$ cat src/rtl/key_debounce.sv
// Multi-key debouncer: 2-flop synchronizer, shared 1 ms tick, per-key stable
// counter, and press/release/auto-repeat pulse generation. All outputs registered.
module key_debounce #(
  parameter int unsigned CLK_HZ      = 50_000_000,
  parameter int unsigned N_KEYS      = 4,
  parameter int unsigned DEBOUNCE_MS = 20,
  parameter int unsigned HOLD_MS     = 800,
  parameter int unsigned REPEAT_MS   = 200,
  parameter int unsigned ACTIVE_LOW  = 1
) (
  input  logic              clk,
  input  logic              rst,
  input  logic [N_KEYS-1:0] key_in,
  output logic [N_KEYS-1:0] key_level,
  output logic [N_KEYS-1:0] key_press,
  output logic [N_KEYS-1:0] key_release,
  output logic [N_KEYS-1:0] key_repeat
);

  localparam int unsigned TICK_DIV = CLK_HZ / 1000;
  localparam int unsigned PW       = (TICK_DIV > 1) ? $clog2(TICK_DIV) : 1;
  localparam int unsigned SW       = (DEBOUNCE_MS > 0) ? $clog2(DEBOUNCE_MS + 1) : 1;
  localparam int unsigned HW       = (HOLD_MS > 0) ? $clog2(HOLD_MS + 1) : 1;

  localparam logic [PW-1:0] PRESC_LAST  = PW'(TICK_DIV - 1);
  localparam logic [SW-1:0] STABLE_LAST = SW'(DEBOUNCE_MS - 1);
  localparam logic [HW-1:0] HOLD_LAST   = HW'(HOLD_MS - 1);
  localparam logic [HW-1:0] HOLD_RELOAD = HW'(HOLD_MS - REPEAT_MS);
  localparam logic          INV         = (ACTIVE_LOW != 0);
  localparam logic [N_KEYS-1:0] IDLE_RAW = {N_KEYS{INV}};

  logic [PW-1:0]     r_presc;
  logic [N_KEYS-1:0] r_sync1, r_sync2;
  logic [N_KEYS-1:0] r_level, r_press, r_release, r_repeat;
  logic [SW-1:0]     r_stable [N_KEYS];
  logic [HW-1:0]     r_hold   [N_KEYS];

  logic              w_tick;
  logic [N_KEYS-1:0] w_sample;
  logic [N_KEYS-1:0] w_level_nx, w_press_nx, w_release_nx, w_repeat_nx;
  logic [SW-1:0]     w_stable_nx [N_KEYS];
  logic [HW-1:0]     w_hold_nx   [N_KEYS];

  assign w_tick   = (r_presc == PRESC_LAST);
  assign w_sample = r_sync2 ^ {N_KEYS{INV}};

  always_comb begin
    w_level_nx   = r_level;
    w_press_nx   = '0;
    w_release_nx = '0;
    w_repeat_nx  = '0;
    w_stable_nx  = r_stable;
    w_hold_nx    = r_hold;
    for (int unsigned i = 0; i < N_KEYS; i++) begin
      if (w_tick) begin
        if (w_sample[i] != r_level[i]) begin
          if (r_stable[i] == STABLE_LAST) begin
            w_level_nx[i]   = ~r_level[i];
            w_stable_nx[i]  = '0;
            w_press_nx[i]   = ~r_level[i];
            w_release_nx[i] = r_level[i];
          end else begin
            w_stable_nx[i] = r_stable[i] + SW'(1);
          end
        end else begin
          w_stable_nx[i] = '0;
        end
      end
      // A release on this tick wins over a repeat falling due on the same tick.
      if (!r_level[i] || w_release_nx[i]) begin
        w_hold_nx[i] = '0;
      end else if (w_tick) begin
        if (r_hold[i] == HOLD_LAST) begin
          w_repeat_nx[i] = 1'b1;
          w_hold_nx[i]   = HOLD_RELOAD;
        end else begin
          w_hold_nx[i] = r_hold[i] + HW'(1);
        end
      end
    end
  end

  always_ff @(posedge clk) begin
    if (rst) begin
      r_presc   <= '0;
      r_sync1   <= IDLE_RAW;
      r_sync2   <= IDLE_RAW;
      r_level   <= '0;
      r_press   <= '0;
      r_release <= '0;
      r_repeat  <= '0;
      for (int unsigned i = 0; i < N_KEYS; i++) begin
        r_stable[i] <= '0;
        r_hold[i]   <= '0;
      end
    end else begin
      r_presc   <= w_tick ? '0 : r_presc + PW'(1);
      r_sync1   <= key_in;
      r_sync2   <= r_sync1;
      r_level   <= w_level_nx;
      r_press   <= w_press_nx;
      r_release <= w_release_nx;
      r_repeat  <= w_repeat_nx;
      r_stable  <= w_stable_nx;
      r_hold    <= w_hold_nx;
    end
  end

  assign key_level   = r_level;
  assign key_press   = r_press;
  assign key_release = r_release;
  assign key_repeat  = r_repeat;

endmodule

$ cat config.mk
export PLATFORM = sky130hd
export DESIGN_NAME = key_debounce
export DESIGN_NICKNAME = d
export VERILOG_FILES = /design/src/rtl/key_debounce.sv
export SDC_FILE = /design/constraint.sdc
export NUM_CORES = 1
export LEC_CHECK = 0
export ABC_CLOCK_PERIOD_IN_PS = 2900
export BUFFER_PORTS_ARGS = -buffer_cell sky130_fd_sc_hd__buf_2
export CAP_MARGIN = 0
export CORE_MARGIN = 4
export CORE_UTILIZATION = 60
export DETAILED_ROUTE_END_ITERATION = 16
export GPL_ROUTABILITY_DRIVEN = 0
export PLACE_DENSITY = 0.78
export SLEW_MARGIN = 20
export SYNTH_ARGS = -nofsm -noshare
export SYNTH_HDL_FRONTEND = slang
export SYNTH_SLANG_ARGS = --single-unit
$ cat constraint.sdc
create_clock -name clk -period 2.9 [get_ports clk]
set_input_delay 0.58 -clock clk [delete_from_list [all_inputs] [get_ports clk]]
set_output_delay 0.58 -clock clk [all_outputs]
set_load 0.05 [all_outputs]
* Word level (Yosys, flattened, before mapping)
Index checks and enable logic that the tools add are counted. W data, S select, Z words.
Word-level totals: register bits after elaboration 100, output and inout port bits 16, logic and storage cells 113
Operators by class: add/sub/neg operators 9, equal/unequal tests 13, muxes and demuxes 28, bitwise logic cells 14, reduce and logical (&&, ||, !) cells 25
Operators with widths (number):
- $add A10 B1 Y10 const B | 4
- $eq A10 B10 Y1 const B | 4
- $mux W10 | 4
- $mux W5 | 8
- $add A5 B1 Y5 const B | 4
- $eq A5 B5 Y1 const B | 4
- $add A16 B1 Y16 const B | 1
- $eq A16 B16 Y1 const B | 1
- $mux W1 | 16
- $reduce_or A4 Y1 | 4
- $not A1 Y1 | 13
- $reduce_and A3 Y1 | 4
- $reduce_or A3 Y1 | 4
- $reduce_or A2 Y1 | 5
- $logic_not A1 Y1 | 4
- $logic_or A1 B1 Y1 | 4
- $ne A1 B1 Y1 | 4
- $not A4 Y4 | 1

* Longest topological paths before layout
word-level depth 6, gate-level depth with buffers 8, gate-level depth less buffers 5

* Worst setup path before layout
Ideal clock, no wire load.
path type reg2reg, start register r_presc[5], end register r_stable[14] (netlist bit), library setup time 0.070 ns, data arrival time 2.265 ns, data required time 2.830 ns, setup slack 0.565 ns, cell stages (with the launch flop) 7, clock period less this slack 2.335 ns, cells stage by stage dfxtp_1 or4b_4 or4_4 buf_6 buf_6 or4_1 a21oi_1
Between the ends: word-level cells in the longest chain between the ends 1
RTL lines:
- start: declaration | line 32 | logic [PW-1:0] r_presc;
- start signal: assignment | line 97 | r_presc <= w_tick ? '0 : r_presc + PW'(1);
- $eq A16 B16 Y1 | line 44 | assign w_tick = (r_presc == PRESC_LAST);
- end signal: assignment | line 104 | r_stable <= w_stable_nx;
- end: declaration | line 35 | logic [SW-1:0] r_stable [N_KEYS];
No other way between the ends. A chain may end at the register's enable or synchronous reset.

* Worst setup path in the final report
start register r_presc[14], end register r_hold[7] (netlist bit)
Between the ends: word-level cells in the longest chain between the ends 4
RTL lines:
- $eq A16 B16 Y1 (*) | line 44
- $mux W1 | line 55 | if (w_tick) begin
- $logic_or A1 B1 Y1 | line 70 | if (!r_level[i] || w_release_nx[i]) begin
- $reduce_or A2 Y1 (no line)
- end signal: assignment | line 105 | r_hold <= w_hold_nx;
- end: declaration | line 36 | logic [HW-1:0] r_hold [N_KEYS];
Every way passes the cells marked *; elsewhere a longest branch is shown, timed or not.

==> impl_results.md <==
- Status: finished clean
- Die width: 96.14 um
- Synthesized area per cell: 8.536 um2
- Tot GR Track Use: 23.16%
- Sink Count: 100
- Worst Path Buf+Inv: 0
- Most Crowded Layer GR: met2
- Hold Crit Depth: 2
- Die Y: 96.14 um
- Core Footprint: 7408 um2
- Yosys top cell area share: 42.95%
- Max FFs per register: 40
- Final setup skew: 10.36 ps
- Final setup vio count: 0
- DR vias: 4186
- EDFF count, synth: 0
- Share of cells above drive strength 1: 9.735%
- Max stage delay on crit path: 750 ps
- Grt ovf: 0
- M3 GR Usage: 5.551%
- Critical Path Fanout Max: 33
- Worst-path cell chain: or4bb_1 -> or4_4 -> or4_1 -> a211oi_1
- Unique masters post-synth: 55
- Most frequent cell after synthesis: dfxtp_1
- Startpoint types: flip-flop
- Max_cap viols: 0
- Synth Instances: 546
- Initial antenna violation count: 0
- Largest cells by area after synthesis: dfxtp_1 (43%), a21oi_1 (6.7%), nand3_1 (4.1%)
- Final ANT Viol Nets: 0
- Top FF cell, synth: dfxtp_1
- H-tree depth: 3
- Min-delay src: key_in[1]
- Peak VDD IR: 309.6 uV
- Worst-Margin Slew: 659.8 ps
- Largest register by flop count: r_hold
- Via density per instance: 6.304
- First-pass GRT wire length: 17280 um
- Grt met1 use: 30.40%
- Layout Area Growth over Synthesis: 8.591%
- Clk_lat worst skew: 350 ps
- Final Hold Fails: 0
- FP Rows: 31
- Fmax: 394.0 MHz
- Drt pass-1 iters: 5
- Syn. warnings: 0
- CTS tree: built
- Synth Cell Area: 4661 um2
- Root Buffer: clkbuf_8
- Hold crit path type: primary input to flip-flop
- Crit-path slowest cell: or4_4
- Register area share after synthesis: 42.95%
- RR Startpoint: r_presc[14]
- Synth top cells by count: dfxtp_1 (100), a21oi_1 (62), nand3_1 (38)
- Ys async rst share: 0%
- R2R setup slack: 360 ps
- Starting Density: 62.91%
- GRT met2 Usage: 37.84%
- # Post-CTS Setup Buffers: 0
- DPL Wire Length: 6711 um
- Port bufs: 21
- DIE AREA: 9242 um2
- WL/cell: 15.07 um
- CP arrival: 2810 ps
- RSZ-0062 raised after global routing: no
- Vias in the first global route: 3803
- Syn_nets: 561
- Dominant cell type by area after synthesis: dfxtp_1
- Worst-case clock buffer depth: 2
- Largest registers: r_hold x40, r_stable x20, r_presc x16
- Ports: 22
- CTS buffer count: 9
- CTS resizes: 0
- WS Path Type: flip-flop to flip-flop
- Final Total Pwr: 2.429 mW
- Period utilisation layout: 87.53%
- Worst Setup End Kind: flip-flop
- Slew Limit Fails: 0
- CTS clk-pin slew, worst paths: 90 ps
- Pin count of the biggest net entering global routing: 41
- Worst Hold Path EP: r_sync1[1]
- Relative slew slack: 56.01%
- Number of DRC markers in iteration 0: 319
- PwrDens: 479.9 nW/um2
- Final #Nets: 575
- Synthesized flop and latch total: 100
- Leakage: 1.587 nW
- Residual DRC: 0
- N_diodes: 0
- CTS Hold Bufs: 0
- Reg2Reg Depth: 4
- Final critical-path required period: 2538 ps
- RR Endpoint: r_hold[7]
- Routed WL: 10010 um
- Setup TNS: 0 ps
- CP required: 3170 ps
- Worst Hold Slack: 404.4 ps
- CP top delay family: simple AND/OR/NAND/NOR gates
==> metal layers <==
metal | up-vias | wire, um
met5 | - | 0
met4 | 0 | 105
met3 | 12 | 472
met2 | 114 | 4838
met1 | 1998 | 4591
li1 | 2062 | -
==> power by group <==
group	switching (mW)	internal, mW	total (mW)
registers	0.00610	1.38	1.39
clock network	0.448	0.557	1.01
logic	0.0228	0.0139	0.0367
==> layout by cell type, fill, tap and decap left out, drive strengths merged, types with 10 or more instances in the layout <==
| cell | Yosys | final |
|---|---|---|
| xnor2 | 14 | 14 |
| nor3 | 26 | 26 |
| and3 | 10 | 10 |
| nor2 | 32 | 32 |
| or4 | 18 | 18 |
| buf | 3 | 26 |
| or3 | 19 | 19 |
| inv | 11 | 11 |
| a21oi | 62 | 62 |
| o21ai | 32 | 32 |
| clkbuf | 20 | 13 |
| nand2 | 37 | 37 |
| nand4 | 13 | 13 |
| dfxtp | 100 | 100 |
| nand3 | 38 | 38 |
==> how the worst max path moves through the flow <==
stage	start	depth (start not counted)	slack, ps	endpoint
2_1_floorplan	r_presc[5]	6	560	r_stable[14]
3_3_place_gp	r_presc[14]	4	410	r_hold[7]
3_5_place_dp	r_presc[14]	4	370	r_hold[7]
4_1_cts	r_presc[14]	4	370	r_hold[7]
5_1_grt	r_presc[14]	4	230	r_hold[7]
6_report	r_presc[14]	4	360	r_hold[7]
==> final cells by class <==
class	count	area (um2)
multi-input cells	412	2515
fillers	627	2347
flip-flops and latches	100	2002
clock buffers	13	168.9
repair buffers	26	142.6
well taps	99	123.9
clock inverters	3	67.56
inverters	11	41.29
==> per-stage QoR <==
| step | util, % | setup slack, ps | cell area [um2] | cells |
|---|---|---|---|---|
| global route | 68.32 | 226.4 | 5061 | 664 |
| floorplan | - | 564.9 | 4661 | 546 |
| finish | 68.32 | 361.7 | 5061 | 664 |
| global placement | 65.12 | 413.0 | 4825 | 648 |
| detailed placement | 65.12 | 373.0 | 4825 | 648 |
| CTS | 68.32 | 373.1 | 5061 | 664 |
==> cell families (layout without fill, tap and decap cells) <==
| family | count (synthesis) | after routing | share of synthesized area, % |
|---|---|---|---|
| xor gates and xnor gates | 22 | 22 | 4.134 |
| adders and majority gates | 9 | 9 | 2.416 |
| buffers and inverters | 34 | 53 | 3.087 |
| and+or+nand+nor | 254 | 254 | 31.60 |
| DFF | 100 | 100 | 42.95 |
| AOI/OAI and AO/OA | 127 | 127 | 15.81 |
(Power assumes the default switching activity.)
